File: config.mk
export PLATFORM = sky130hd
export DESIGN_NAME = ysyx_22040729_rf_wb_scheduler_flat
export DESIGN_NICKNAME = d
export VERILOG_FILES = /design/src/rtl/ysyx_22040729_rf_wb_scheduler_if.sv /design/src/rtl/ysyx_22040729_rf_wb_scheduler.sv /design/src/flat_wrapper.sv
export SDC_FILE = /design/constraint.sdc
export NUM_CORES = 1
export LEC_CHECK = 0
export ABC_AREA = 1
export BUFFER_PORTS_ARGS = -buffer_cell sky130_fd_sc_hd__buf_2
export CORE_ASPECT_RATIO = 0.75
export CORE_MARGIN = 10
export CORE_UTILIZATION = 33
export CTS_BUF_LIST = sky130_fd_sc_hd__clkbuf_8 sky130_fd_sc_hd__clkbuf_16
export CTS_CLUSTER_DIAMETER = 50
export DETAILED_ROUTE_END_ITERATION = 8
export GPL_TIMING_DRIVEN = 0
export PLACE_DENSITY = 0.65
export SLEW_MARGIN = 15
export SYNTH_ARGS = -nofsm -noshare
export SYNTH_HDL_FRONTEND = slang
export SYNTH_SLANG_ARGS = --single-unit
File: constraint.sdc
create_clock -name clk_i -period 2 [get_ports clk_i]
set_input_delay 0 -clock clk_i [delete_from_list [all_inputs] [get_ports clk_i]]
set_output_delay 0 -clock clk_i [all_outputs]
set_load 0.02 [all_outputs]
File: src/rtl/ysyx_22040729_rf_wb_scheduler_if.sv
// Write-back bundle between the ALU/LSU write-back stages, decode, and the RF write port.
// Decode and the requesters drive the master side, and the scheduler sits on the slave side.
interface ysyx_22040729_rf_wb_scheduler_if #(
  parameter int AW = 5,
  parameter int DW = 64
);
  logic          alu_valid;
  logic          alu_ready;
  logic [AW-1:0] alu_waddr;
  logic [DW-1:0] alu_wdata;
  logic          lsu_valid;
  logic          lsu_ready;
  logic [AW-1:0] lsu_waddr;
  logic [DW-1:0] lsu_wdata;
  logic          iss_valid;
  logic          iss_ready;
  logic [AW-1:0] iss_rd;
  logic [AW-1:0] chk_rs1;
  logic [AW-1:0] chk_rs2;
  logic          raw_stall;
  logic          rf_wen;
  logic [AW-1:0] rf_waddr;
  logic [DW-1:0] rf_wdata;
  logic          err;

  modport master (
    output alu_valid, alu_waddr, alu_wdata,
    output lsu_valid, lsu_waddr, lsu_wdata,
    output iss_valid, iss_rd, chk_rs1, chk_rs2,
    input  alu_ready, lsu_ready, iss_ready, raw_stall,
    input  rf_wen, rf_waddr, rf_wdata, err
  );

  modport slave (
    input  alu_valid, alu_waddr, alu_wdata,
    input  lsu_valid, lsu_waddr, lsu_wdata,
    input  iss_valid, iss_rd, chk_rs1, chk_rs2,
    output alu_ready, lsu_ready, iss_ready, raw_stall,
    output rf_wen, rf_waddr, rf_wdata, err
  );
endinterface

File: src/rtl/ysyx_22040729_rf_wb_scheduler.sv
// Round-robin ALU/LSU arbiter for the single RF write port, plus a per-register
// pending-write scoreboard that decode queries for RAW/WAW stalls.
module ysyx_22040729_rf_wb_scheduler #(
  parameter  int REGI_DEPTH = 32,
  parameter  int DATA_WIDTH = 64,
  localparam int AW         = $clog2(REGI_DEPTH)
) (
  input  logic                                clk_i,
  input  logic                                rst_ni,
  ysyx_22040729_rf_wb_scheduler_if.slave      wb_io
);

  logic                  alu_gnt, lsu_gnt, any_gnt;
  logic                  prio_lsu_q, prio_lsu_d;
  logic [AW-1:0]         gnt_waddr;
  logic [DATA_WIDTH-1:0] gnt_wdata;

  logic                  rf_wen_q, rf_wen_d;
  logic [AW-1:0]         rf_waddr_q, rf_waddr_d;
  logic [DATA_WIDTH-1:0] rf_wdata_q, rf_wdata_d;

  logic [1:0]            cnt_q [REGI_DEPTH];
  logic [1:0]            cnt_d [REGI_DEPTH];
  logic                  err_q, err_d;
  logic                  iss_ready, iss_fire;

  // prio_lsu_q set means the LSU wins the next contested cycle.
  always_comb begin
    alu_gnt    = wb_io.alu_valid & (~wb_io.lsu_valid | ~prio_lsu_q);
    lsu_gnt    = wb_io.lsu_valid & (~wb_io.alu_valid |  prio_lsu_q);
    any_gnt    = alu_gnt | lsu_gnt;
    gnt_waddr  = alu_gnt ? wb_io.alu_waddr : wb_io.lsu_waddr;
    gnt_wdata  = alu_gnt ? wb_io.alu_wdata : wb_io.lsu_wdata;
    prio_lsu_d = prio_lsu_q;
    if (alu_gnt) begin
      prio_lsu_d = 1'b1;
    end else if (lsu_gnt) begin
      prio_lsu_d = 1'b0;
    end
    rf_wen_d   = any_gnt && (gnt_waddr != '0);
    rf_waddr_d = any_gnt ? gnt_waddr : rf_waddr_q;
    rf_wdata_d = any_gnt ? gnt_wdata : rf_wdata_q;
  end

  assign iss_ready = (cnt_q[wb_io.iss_rd] != 2'd3);
  assign iss_fire  = wb_io.iss_valid && iss_ready && (wb_io.iss_rd != '0);

  // A retirement and an issue to the same register cancel; retiring a zero count flags err.
  always_comb begin
    err_d = err_q;
    for (int i = 0; i < REGI_DEPTH; i++) begin
      cnt_d[i] = cnt_q[i];
      if (i == 0) begin
        cnt_d[i] = 2'd0;
      end else begin
        case ({iss_fire && (wb_io.iss_rd == AW'(i)), rf_wen_q && (rf_waddr_q == AW'(i))})
          2'b10: cnt_d[i] = cnt_q[i] + 2'd1;
          2'b01: begin
            if (cnt_q[i] == 2'd0) begin
              err_d = 1'b1;
            end else begin
              cnt_d[i] = cnt_q[i] - 2'd1;
            end
          end
          default: cnt_d[i] = cnt_q[i];
        endcase
      end
    end
  end

  always_ff @(posedge clk_i or negedge rst_ni) begin
    if (!rst_ni) begin
      prio_lsu_q <= 1'b0;
      rf_wen_q   <= 1'b0;
      rf_waddr_q <= '0;
      rf_wdata_q <= '0;
      err_q      <= 1'b0;
      for (int i = 0; i < REGI_DEPTH; i++) begin
        cnt_q[i] <= 2'd0;
      end
    end else begin
      prio_lsu_q <= prio_lsu_d;
      rf_wen_q   <= rf_wen_d;
      rf_waddr_q <= rf_waddr_d;
      rf_wdata_q <= rf_wdata_d;
      err_q      <= err_d;
      for (int i = 0; i < REGI_DEPTH; i++) begin
        cnt_q[i] <= cnt_d[i];
      end
    end
  end

  assign wb_io.alu_ready = alu_gnt;
  assign wb_io.lsu_ready = lsu_gnt;
  assign wb_io.iss_ready = iss_ready;
  assign wb_io.raw_stall = (cnt_q[wb_io.chk_rs1] != 2'd0) | (cnt_q[wb_io.chk_rs2] != 2'd0);
  assign wb_io.rf_wen    = rf_wen_q;
  assign wb_io.rf_waddr  = rf_waddr_q;
  assign wb_io.rf_wdata  = rf_wdata_q;
  assign wb_io.err       = err_q;

endmodule

File: src/flat_wrapper.sv
// flat-port wrapper written by rule: the top's interface ports become plain ports
module ysyx_22040729_rf_wb_scheduler_flat 
#(
  parameter  int REGI_DEPTH = 32,
  parameter  int DATA_WIDTH = 64,
  localparam int AW         = $clog2(REGI_DEPTH)
)
  (clk_i, rst_ni, wb_io_alu_valid, wb_io_alu_waddr, wb_io_alu_wdata, wb_io_lsu_valid, wb_io_lsu_waddr, wb_io_lsu_wdata, wb_io_iss_valid, wb_io_iss_rd, wb_io_chk_rs1, wb_io_chk_rs2, wb_io_alu_ready, wb_io_lsu_ready, wb_io_iss_ready, wb_io_raw_stall, wb_io_rf_wen, wb_io_rf_waddr, wb_io_rf_wdata, wb_io_err);
  ysyx_22040729_rf_wb_scheduler_if #(.AW(5), .DW(64)) wb_io_i ();
  input  logic clk_i;
  input  logic rst_ni;
  input wire logic [$bits(wb_io_i.alu_valid)-1:0] wb_io_alu_valid;
  input wire logic [$bits(wb_io_i.alu_waddr)-1:0] wb_io_alu_waddr;
  input wire logic [$bits(wb_io_i.alu_wdata)-1:0] wb_io_alu_wdata;
  input wire logic [$bits(wb_io_i.lsu_valid)-1:0] wb_io_lsu_valid;
  input wire logic [$bits(wb_io_i.lsu_waddr)-1:0] wb_io_lsu_waddr;
  input wire logic [$bits(wb_io_i.lsu_wdata)-1:0] wb_io_lsu_wdata;
  input wire logic [$bits(wb_io_i.iss_valid)-1:0] wb_io_iss_valid;
  input wire logic [$bits(wb_io_i.iss_rd)-1:0] wb_io_iss_rd;
  input wire logic [$bits(wb_io_i.chk_rs1)-1:0] wb_io_chk_rs1;
  input wire logic [$bits(wb_io_i.chk_rs2)-1:0] wb_io_chk_rs2;
  output wire logic [$bits(wb_io_i.alu_ready)-1:0] wb_io_alu_ready;
  output wire logic [$bits(wb_io_i.lsu_ready)-1:0] wb_io_lsu_ready;
  output wire logic [$bits(wb_io_i.iss_ready)-1:0] wb_io_iss_ready;
  output wire logic [$bits(wb_io_i.raw_stall)-1:0] wb_io_raw_stall;
  output wire logic [$bits(wb_io_i.rf_wen)-1:0] wb_io_rf_wen;
  output wire logic [$bits(wb_io_i.rf_waddr)-1:0] wb_io_rf_waddr;
  output wire logic [$bits(wb_io_i.rf_wdata)-1:0] wb_io_rf_wdata;
  output wire logic [$bits(wb_io_i.err)-1:0] wb_io_err;
  assign wb_io_i.alu_valid = wb_io_alu_valid;
  assign wb_io_i.alu_waddr = wb_io_alu_waddr;
  assign wb_io_i.alu_wdata = wb_io_alu_wdata;
  assign wb_io_i.lsu_valid = wb_io_lsu_valid;
  assign wb_io_i.lsu_waddr = wb_io_lsu_waddr;
  assign wb_io_i.lsu_wdata = wb_io_lsu_wdata;
  assign wb_io_i.iss_valid = wb_io_iss_valid;
  assign wb_io_i.iss_rd = wb_io_iss_rd;
  assign wb_io_i.chk_rs1 = wb_io_chk_rs1;
  assign wb_io_i.chk_rs2 = wb_io_chk_rs2;
  assign wb_io_alu_ready = wb_io_i.alu_ready;
  assign wb_io_lsu_ready = wb_io_i.lsu_ready;
  assign wb_io_iss_ready = wb_io_i.iss_ready;
  assign wb_io_raw_stall = wb_io_i.raw_stall;
  assign wb_io_rf_wen = wb_io_i.rf_wen;
  assign wb_io_rf_waddr = wb_io_i.rf_waddr;
  assign wb_io_rf_wdata = wb_io_i.rf_wdata;
  assign wb_io_err = wb_io_i.err;
  ysyx_22040729_rf_wb_scheduler #(.REGI_DEPTH(REGI_DEPTH), .DATA_WIDTH(DATA_WIDTH)) u_core (.clk_i(clk_i), .rst_ni(rst_ni), .wb_io(wb_io_i));
endmodule
==> results.md <==
- The switching power as a share of total power is 0.412.
- The routed layout has 10723 vias.
- The core region is 0.0258 mm2.
- The sum of overflow across all layers after global routing is 0.
- The highest clock frequency the design can meet is 444 MHz.
- The hold-critical path endpoint is u_core.wb_io.rf_waddr[0].
- The final instance area is 0.0131 mm2.
- The slew at the pin closest to its max-slew limit is 751 ps.
- The die area is 0.0331 mm2.
- Of all nets on the critical path, the largest fanout is 6.
- The area growth from synthesis to layout is 52.5%.
- Broken down by cell family, the worst path's largest delay share belongs to simple AND/OR/NAND/NOR gates.
- The most common cell after layout, fill and taps aside is sky130_fd_sc_hd__nand2_1.
- The post-route antenna net violation count is 0.
- Hold timing on the final database bottoms out at a slack of -2.40 ps.
- After synthesis, the netlist uses 42 different library cells.
- The worst-case clock skew is 16.4 ps.
- In this run the cell area measured after placement is 0.0102 mm2.
- The share of total power dissipated in the clock network is 0.262.
- The data arrival time of the critical path is 2590 ps.
- On the critical path, the stage with the largest delay is an instance of sky130_fd_sc_hd__dfrtp_1.
- In this run, placement finished with an instance count of 1816.
- Setup repair after global routing could not meet its margin everywhere.
- The sequential power share is 0.335.
- Synthesis produced a netlist whose cell count is 1242.
- The count of endpoints failing hold in the final timing report is 1.
- The internal power of the cells totals 7.20 mW.
- The wire length of the first global-routing pass is 60.5 mm.
- The worst-case IR drop observed on VDD is 613 uV.
- In this run the static leakage power is 6.39 nW.
- For the worst-skew pair, the clock arrives at the later sink with an insertion delay of 450 ps.
- Before antenna repair, the detailed router went through 7 iterations.
- The via-per-instance ratio is 5.26.
- In the final routed layout, each cell accounts on average for 19.6 um.
- For this design the total switching power over the nets is 5.05 mW.
- The width of the die is 207 um.
- Max-cap violations in this run came to 0.
- For the finished layout, the period the worst path requires is 2250 ps.
- The net count after synthesis is 1400.
- Traced cell by cell, the critical path runs through inv_2 -> o21ai_2 -> nand2_1 -> nand2_1 -> nand2_2 -> nand2_4 -> inv_1 -> nand2_2 -> nand3_4 -> buf_8 -> nand4_1 -> buf_4 -> nor2_4 -> o21bai_4 -> xor2_1.
- The endpoint of the lowest-slack register-to-register path is u_core.cnt_q[32].
- The clock tree synthesis step divided the H-tree into 4 levels.
- For this block, the initial DRC count from the detailed router was 1152.
- The clock passes through at most 2 buffers.
- The congestion estimate from routability-driven global placement came to 1.04.
- The fraction of the cycle the final worst path needs is 1.13.
- The area of the mapped netlist is 0.00862 mm2.
- The run finished, with violations left.
- After clock tree synthesis, the clock-pin slew on the worst setup and hold paths is 70 ps.
- The number of cell rows is 51.
- In this run, synthesis produced a sequential element count of 134.
- The worst setup path is launched from a flop.
- Once layout is complete, the utilization of the core stands at 0.509.
- The design draws 12.3 mW.
- 233 I/O pins were placed.
- The number of global-route vias before repair is 10347.
- The checks that failed: hold timing, setup timing.
- TritonCTS built the clock tree.
- The final max-slew violation count is 0.
- The critical path is of the reg2reg type.
- The combinational share of power is 0.402.
- The mean post-synth cell area is 6.94 um2.
- Once detailed placement completed, the half-perimeter wirelength came to 28.8 mm.
- The clock sink count is 134.
- CTS placed an instance of sky130_fd_sc_hd__clkbuf_16 at the clock tree root.
- Entering global routing, the biggest net connects 85 pins.
- The routed design has 39.9 mm of wire.
- The worst setup path is captured at a flop.
- Across every metal layer, demand over resource in global routing totals 0.237.
- The slack of the worst reg-to-reg path is -250 ps.
- The yosys synthesis warning count is 0.
- The required time at the worst-slack endpoint is 2330 ps.
- The number of I/O port buffers is 229.
- The beginning of the worst hold path is wb_io_lsu_waddr[0].
- The final layout contains 1838 nets.
- Of the cells placed in the final design, the portion with a size suffix greater than 1 is 0.278.
- The areal power density over the cells is 932 mW/mm2.
- The initial cell density of the core is 0.334.
- The footprint of the flip-flops and latches is 0.00336 mm2.
- The initial antenna violation count came to 3.
- After detailed routing, the number of remaining DRC violations is 0.
- In the layout the commonest cells are 264 x sky130_fd_sc_hd__nand2_1, 236 x sky130_fd_sc_hd__buf_2, 193 x sky130_fd_sc_hd__nor2_1, 153 x sky130_fd_sc_hd__o21ai_0, 138 x sky130_fd_sc_hd__dlygate4sd3_1.
- The startpoint identified for the worst register-to-register timing path is u_core.cnt_q[6].
- The worst hold path was traced through 3 stages.
- The number of cells on the worst reg-to-reg path is 15.
- Counting the buffers created by CTS gives 17.
- The number of buffers and inverters on the critical path is 4.
- Of the synthesized area, sequential elements account for 0.389.
- The type of the most critical hold path is in2reg.
- Setup violations remaining at the end of the flow were counted as 38.
- The largest incremental delay on the critical path is 390 ps.
- Setup total negative slack on the finished layout was measured at -2790 ps.
- The number of non-filler instances in the completed layout is 2040.
- The layout has 2473 filler cells.
- The multi-input combinational cell area is 0.00501 mm2.
- The floorplan step set the die height to 160 um.
- Setup slack on the critical path of the routed design comes to -253 ps.
- The worst slew slack as a fraction of its limit is 0.497.
## power groups by stage
stage / Combinational, mW / Sequential, mW / Clock, mW
after CTS: 4.41 / 4.10 / 3.28
after global routing: 5.35 / 4.20 / 3.39
after floorplan: 2.02 / 4.26 / 0
after detailed placement: 3.60 / 4.17 / 0
after global placement: 3.56 / 4.15 / 0
final: 4.93 / 4.11 / 3.21
## Yosys cell counts
master                     number  area share
sky130_fd_sc_hd__a21oi_1       23       0.013
sky130_fd_sc_hd__nor3b_1        1     0.00087
sky130_fd_sc_hd__inv_4          1     0.00073
sky130_fd_sc_hd__a32o_1         1      0.0012
sky130_fd_sc_hd__and3_1         1     0.00073
sky130_fd_sc_hd__nor2_1       215       0.094
sky130_fd_sc_hd__or2_1         14       0.010
sky130_fd_sc_hd__o221ai_1       6      0.0061
sky130_fd_sc_hd__nor2_2         3      0.0022
sky130_fd_sc_hd__o21ai_2        5      0.0051
sky130_fd_sc_hd__buf_8          1      0.0017
sky130_fd_sc_hd__nand2_1      291        0.13
sky130_fd_sc_hd__a31oi_1        7      0.0051
sky130_fd_sc_hd__nor3_1         6      0.0035
sky130_fd_sc_hd__clkinv_1       2     0.00087
sky130_fd_sc_hd__nand4_1       11      0.0080
sky130_fd_sc_hd__o22ai_1        7      0.0051
sky130_fd_sc_hd__clkbuf_1      29       0.013
sky130_fd_sc_hd__dfrtp_1      134        0.39
sky130_fd_sc_hd__o21ai_1       17      0.0099
sky130_fd_sc_hd__nand3_1       75       0.044
sky130_fd_sc_hd__inv_2          3      0.0013
sky130_fd_sc_hd__a22oi_1        5      0.0044
sky130_fd_sc_hd__nand4_4        1      0.0025
sky130_fd_sc_hd__buf_1          5      0.0022
sky130_fd_sc_hd__o22a_1         4      0.0041
sky130_fd_sc_hd__o21a_1         1     0.00087
sky130_fd_sc_hd__buf_6          4      0.0052
sky130_fd_sc_hd__nand3_2        3      0.0035
sky130_fd_sc_hd__a32oi_1        1      0.0010
sky130_fd_sc_hd__buf_2          8      0.0046
sky130_fd_sc_hd__buf_4          4      0.0035
sky130_fd_sc_hd__xor2_1        31       0.031
sky130_fd_sc_hd__o21ai_0      170       0.099
sky130_fd_sc_hd__or2_2          4      0.0029
sky130_fd_sc_hd__inv_1        111       0.048
sky130_fd_sc_hd__o31ai_1        2      0.0017
sky130_fd_sc_hd__nand4_2       20       0.029
sky130_fd_sc_hd__o21bai_1       7      0.0061
sky130_fd_sc_hd__o211ai_1       2      0.0017
sky130_fd_sc_hd__o32ai_1        1      0.0010
sky130_fd_sc_hd__mux2i_1        5      0.0058
## worst max-delay path by stage
stage / cells past startpoint / to / slack [ps] / startpoint
after detailed placement: 17 / u_core.wb_io.err / -590 / u_core.cnt_q[4]
after CTS: 15 / u_core.wb_io.err / -190 / u_core.cnt_q[35]
after global placement: 1 / u_core.cnt_q[35] / -1160 / rst_ni
after global routing: 17 / u_core.wb_io.err / -330 / u_core.cnt_q[2]
after floorplan: 15 / u_core.cnt_q[54] / 240 / u_core.cnt_q[8]
final: 15 / u_core.cnt_q[32] / -250 / u_core.cnt_q[6]
## per-stage QoR
stage               hold slack (ps)  worst slack [ps]
finish                        -2.40              -253
global route                   19.9              -333
CTS                           0.836              -190
detailed placement            -49.0              -592
global placement                228             -1160
floorplan                      -296               241
## layer usage
layer | track usage | wire length [um] | up-vias
met4 | 0.0847 | 1350 | 0
met2 | 0.361 | 18200 | 540
met5 | 0 | 0 | -
li1 | - | - | 4953
met3 | 0.0641 | 3770 | 105
met1 | 0.315 | 16600 | 5125
## state kept, by name, summed over array words and instances, names as in the netlist
register	count
u_core.wb_io.rf_wdata	64
u_core.cnt_q	62
u_core.wb_io.rf_waddr	5
u_core.prio_lsu_q	1
u_core.wb_io.err	1
u_core.wb_io.rf_wen	1
## timing repair
| action | CTS | global route |
|---|---|---|
| pin swaps | 27 | 34 |
| gates resized for setup | 85 | 91 |
| hold endpoints to repair | 205 | 0 |
| hold buffers | 138 | 0 |
| setup endpoints to repair | 125 | 112 |
| gates cloned | 2 | 0 |
| buffers inserted | 29 | 21 |
## cells by family after synthesis
| kind of cell | count (synthesis) | share of synthesized area |
|---|---|---|
| xor+xnor | 31 | 0.0315 |
| compound gates | 259 | 0.165 |
| simple gates | 645 | 0.327 |
| flops | 134 | 0.389 |
| mux | 5 | 0.00581 |
| buf+inv | 168 | 0.0811 |
## final cells by class
class | count | share of cell area
timing repair buffer | 419 | 0.228
clock inverter | 15 | 0.0117
buffer | 51 | 0.0239
antenna | 3 | 0.000571
clock buffer | 17 | 0.0324
inverter | 117 | 0.0337
tap | 344 | 0.0327
sequential | 134 | 0.256
multi-input combinational | 940 | 0.381
## worst register-to-register path, delay by kind of cell, from the launching register on
kind / cells / cell delay (ps)
compound gates: 2 / 310
xor+xnor: 1 / 140
buf+inv: 4 / 500
flops: 1 / 390
simple gates: 8 / 820
Note: power is estimated with default switching activity, not from simulation.
